--- config.mk ---
export PLATFORM = sky130hd
export DESIGN_NAME = pulse_gate_sched
export DESIGN_NICKNAME = d
export VERILOG_FILES = /design/src/rtl/pulse_gate_sched.sv
export SDC_FILE = /design/constraint.sdc
export NUM_CORES = 1
export LEC_CHECK = 0
export ABC_CLOCK_PERIOD_IN_PS = 1870
export BUFFER_PORTS_ARGS = -buffer_cell sky130_fd_sc_hd__buf_2
export CAP_MARGIN = 15
export CORE_UTILIZATION = 53
export DETAILED_ROUTE_END_ITERATION = 7
export PLACE_DENSITY = 0.76
export SYNTH_ARGS = -nofsm -noshare
export SYNTH_HDL_FRONTEND = slang
export SYNTH_SLANG_ARGS = --single-unit
--- constraint.sdc ---
create_clock -name CLK -period 1.87 [get_ports CLK]
set_input_delay 0.0935 -clock CLK [delete_from_list [all_inputs] [get_ports CLK]]
set_output_delay 0.0935 -clock CLK [all_outputs]
set_load 0.02 [all_outputs]
--- src/rtl/pulse_gate_sched.sv ---
// Shared pulse-line scheduler: per-channel first-trigger inhibit, round-robin grant
// of pending requests, single-cycle tagged output pulse followed by a holdoff gap.
module pulse_gate_sched #(
    parameter int N_CH   = 4,
    parameter int CH_W   = 2,
    parameter int HOLD_W = 8
) (
    input  logic              CLK,
    input  logic              R,
    input  logic [N_CH-1:0]   ARM,
    input  logic [N_CH-1:0]   TRG,
    input  logic [HOLD_W-1:0] HOLDOFF,
    output logic              POUT,
    output logic [CH_W-1:0]   PCH,
    output logic              BUSY,
    output logic [N_CH-1:0]   ACT,
    output logic [N_CH-1:0]   DROP
);

    typedef enum logic [1:0] {IDLE, FIRE, HOLD} state_t;

    state_t              state_q;
    logic [N_CH-1:0]     act_q, act_d;
    logic [N_CH-1:0]     pend_q, pend_d;
    logic [N_CH-1:0]     drop_q, drop_d;
    logic [N_CH-1:0]     grant;
    logic [CH_W-1:0]     lp_q, pch_q;
    logic [CH_W-1:0]     gnt_ch, ch_hi, ch_lo;
    logic                found_hi, found_lo, gnt_valid;
    logic [HOLD_W-1:0]   cnt_q;
    logic                pout_q;

    // Round-robin: prefer the lowest pending channel above lp, else wrap to the lowest one.
    always_comb begin
        found_hi = 1'b0;
        found_lo = 1'b0;
        ch_hi    = '0;
        ch_lo    = '0;
        for (int i = 0; i < N_CH; i++) begin
            if (pend_q[i] && (CH_W'(i) > lp_q) && !found_hi) begin
                found_hi = 1'b1;
                ch_hi    = CH_W'(i);
            end
            if (pend_q[i] && (CH_W'(i) <= lp_q) && !found_lo) begin
                found_lo = 1'b1;
                ch_lo    = CH_W'(i);
            end
        end
        gnt_ch    = found_hi ? ch_hi : ch_lo;
        gnt_valid = (state_q == IDLE) && (found_hi || found_lo);
        grant     = '0;
        for (int i = 0; i < N_CH; i++) begin
            grant[i] = gnt_valid && (gnt_ch == CH_W'(i));
        end
    end

    // A trigger that lands on the channel being granted re-requests instead of dropping.
    always_comb begin
        act_d  = act_q;
        pend_d = pend_q;
        drop_d = '0;
        for (int i = 0; i < N_CH; i++) begin
            if (!ARM[i]) begin
                act_d[i]  = 1'b0;
                pend_d[i] = 1'b0;
            end else if (TRG[i]) begin
                if (!act_q[i]) begin
                    act_d[i] = 1'b1;
                end else if (!pend_q[i]) begin
                    pend_d[i] = 1'b1;
                end else if (!grant[i]) begin
                    drop_d[i] = 1'b1;
                end
            end else if (grant[i]) begin
                pend_d[i] = 1'b0;
            end
        end
    end

    always_ff @(posedge CLK or negedge R) begin
        if (!R) begin
            state_q <= IDLE;
            act_q   <= '0;
            pend_q  <= '0;
            drop_q  <= '0;
            pout_q  <= 1'b0;
            pch_q   <= '0;
            lp_q    <= CH_W'(N_CH - 1);
            cnt_q   <= '0;
        end else begin
            act_q  <= act_d;
            pend_q <= pend_d;
            drop_q <= drop_d;
            case (state_q)
                IDLE: begin
                    if (gnt_valid) begin
                        pch_q   <= gnt_ch;
                        lp_q    <= gnt_ch;
                        pout_q  <= 1'b1;
                        state_q <= FIRE;
                    end
                end
                FIRE: begin
                    pout_q  <= 1'b0;
                    cnt_q   <= HOLDOFF;
                    state_q <= (HOLDOFF == '0) ? IDLE : HOLD;
                end
                HOLD: begin
                    if (cnt_q != '0) begin
                        cnt_q <= cnt_q - HOLD_W'(1);
                    end
                    if (cnt_q <= HOLD_W'(1)) begin
                        state_q <= IDLE;
                    end
                end
                default: begin
                    pout_q  <= 1'b0;
                    state_q <= IDLE;
                end
            endcase
        end
    end

    assign POUT = pout_q;
    assign PCH  = pch_q;
    assign BUSY = (state_q != IDLE);
    assign ACT  = act_q;
    assign DROP = drop_q;

endmodule

==> results.cfg <==
[run_status]
status = completed

[synthesis]
synth_top_cell_by_area = dfrtp_1
ys.flop_type = dfrtp_1
synth.avg_cell_area_um2 = 10.10
syn_area_um2 = 1394
ys_top_cells_by_count = dfrtp_1 (25), a21oi_1 (15), inv_1 (15)
synth_edf_count = 0
ys_warn_count = 0
synth_top_area_frac = 0.4488
synthTopCellsByArea = dfrtp_1 (45%), a21oi_1 (5.4%), inv_1 (4.0%)
synth_most_common_cell = dfrtp_1
synth_cells = 138
async_flop_share = 1.000
seq_area_frac_synth = 0.4865
syn_nets = 158
ys_ff_latch = 27
ys_types = 37

[worst_hold_path]
hp-start = HOLDOFF[2]
whs_path_depth = 3
hold_end = cnt_q[2]
hold_class = in -> reg

[cells_and_area]
fill_cells = 189
nets = 209
drive_above_1_share = 0.2979
area_growth_pct = 28.64
diodes = 0

[setup_path]
path_max_fanout = 4
worstRegToRegCells = 6
r2r_slack_ns = 0.09
path_class = reg -> reg
slowest_delay_ns = 0.48
cp.arrival_ns = 2.02
startpoint_type = flop
crit_family = simple AND/OR/NAND/NOR gates
worstPathRequired_ns = 2.11
worstReg2RegEnd = cnt_q[6]
r2r_start = cnt_q[0]
slowest_stage = or4b_4
endpoint_kind = flop
critPathBufInv = 1
crit_chain = inv_2 -> ha_4 -> or4b_4 -> nor3_4 -> mux2i_1 -> a21oi_1

[detailed_routing]
ant_nets = 0
first_pass_iters = 4
detailroute.via_count = 1272
drt_iter0_drc = 42
wirelength_um = 3345
route.detailed.drc = 0
viasPerCell = 5.835
avgRoutedWirePerCell_um = 15.34

[cts]
clock-root-buffer = clkbuf_4
insertion_delay_ns = 0.34
numCtsBuffers = 3
cts_sinks = 27
cts_buffer_depth = 2
clk_pin_slew_worst_paths_ns = 0.15
cts_max_level = 1
cts_tree = done

[die]
ioPinCount = 30
num_rows = 18
die_w_um = 53.28
initial_core_util = 0.5626
coreArea_um2 = 2477
dieArea_um2 = 2839
die_y_um = 53.28

[global_routing]
antenna_found_initial = 0
grt_pass1_wl_um = 5064
grt_max_degree = 28
grt_most_used_layer = met2
grt_remaining_overflow = 0
grt_util_met3 = 0.08333
grt_pass1_vias = 1148
grt_util_met1 = 0.3027
track_usage = 0.2547
met2_usage = 0.4104

[placement]
io_buffers = 29
pre_cts_slack_ns = -0.005051
gp_congestion = 0.8617
post-dp-hpwl_um = 2271

[timing]
setup_tns_ns = 0
fin_crit_ns = 1.781
clock_skew_ns = 0.001551
fin_ws_ns = 0.08940
grt_setup_unrepaired = true
finalSetupViolations = 0
finalCritPeriodShare = 0.9522
hold_viol = 0
relSlewSlack = 0.6002
slew_violations = 0
fmax_mhz = 561.6
max_slew.worst_pin.slew_ns = 0.5997
holdWs_ns = 0.02756

[run]
max_cap_violations = 0

[power_and_ir_drop]
ir_drop_mv = 0.9306
leakage_nw = 0.8649
power.density_nw_per_um2 = 1286
-- per-stage QoR --
step	cells	utilization	cell area (um2)	total power, W
CTS	211	0.6879	1704	0.002213
global placement	199	0.6409	1588	0.001847
detailed placement	199	0.6409	1588	0.001918
global route	218	0.7237	1793	0.002466
finish	218	0.7237	1793	0.002306
floorplan	138	-	1394	0.001627
-- area by class of cell --
cell class                 count  area (um2)  area share
clock buffer                   3       22.52     0.01256
clock inverter                 1       8.758    0.004885
inverter                      15       56.30     0.03140
multi-input combinational     95       676.9      0.3775
sequential                    27       678.2      0.3782
tap                           30       37.54     0.02094
timing repair buffer          47       312.8      0.1745
-- repair_timing --
item                                    CTS  global route
resized for setup                         1             6
endpoints found under the hold margin    38             7
setup buffers                             0             2
endpoints found under the setup margin    1             7
pin swaps                                 0             2
hold buffers                              8             5
-- kinds of logic (layout without fill, tap and decap cells) --
| kind of cell | after synthesis | count (layout) | share of synthesized area |
|---|---|---|---|
| fa+ha+maj | 2 | 2 | 0.01795 |
| simple gates | 44 | 44 | 0.1948 |
| compound gates | 44 | 44 | 0.2154 |
| mux | 4 | 4 | 0.03052 |
| xor+xnor | 1 | 1 | 0.006285 |
| flops | 27 | 27 | 0.4865 |
| buf+inv | 16 | 66 | 0.04847 |
-- placed cells by master (no fill, tap or decap), types with 4 or more instances in the layout --
cell type      count
dfrtp_1           25
inv_1             13
nor2_1            14
a21oi_1           15
a21o_1             4
a211oi_1           5
buf_2             29
dlygate4sd3_1     13
nand4_1            4
and2b_2            4
a311oi_1           5
buf_4              5
-- tightest hold or removal path: stages --
cell,delay [ns]
buf_2,0.10
nor2_1,0.10
a311oi_1,0.05
-- report_power, final --
part           switching, W  total [W]  leakage, nW  internal (W)
Combinational      0.000532   0.000999        0.513      0.000467
Sequential         0.000262    0.00103        0.333      0.000772
Clock              0.000186   0.000273       0.0183     0.0000877
-- state kept, by name, summed over array words and instances (netlist names) --
register  flops
ACT           4
DROP          4
PCH           2
POUT          1
cnt_q         8
lp_q          2
pend_q        4
state_q       2
-- worst max-delay path by stage --
stage,startpoint,end,slack [ns],cells past startpoint
after floorplan,cnt_q[0],cnt_q[5],0.19,6
after global placement,cnt_q[0],cnt_q[5],0.13,6
after detailed placement,cnt_q[0],cnt_q[5],-0.005,6
after CTS,cnt_q[0],cnt_q[6],0.01,6
after global routing,cnt_q[0],cnt_q[6],-0.005,6
final,cnt_q[0],cnt_q[6],0.09,6
-- metal layers --
metal  part of all wire  up-vias  wire length [um]
li1                   -      610                 -
met1               0.42      596              1404
met2               0.50       54              1688
met3              0.048       12               159
met4              0.028        0                93
met5                  0        -                 0
No activity file was read; power rests on OpenSTA's default activity.
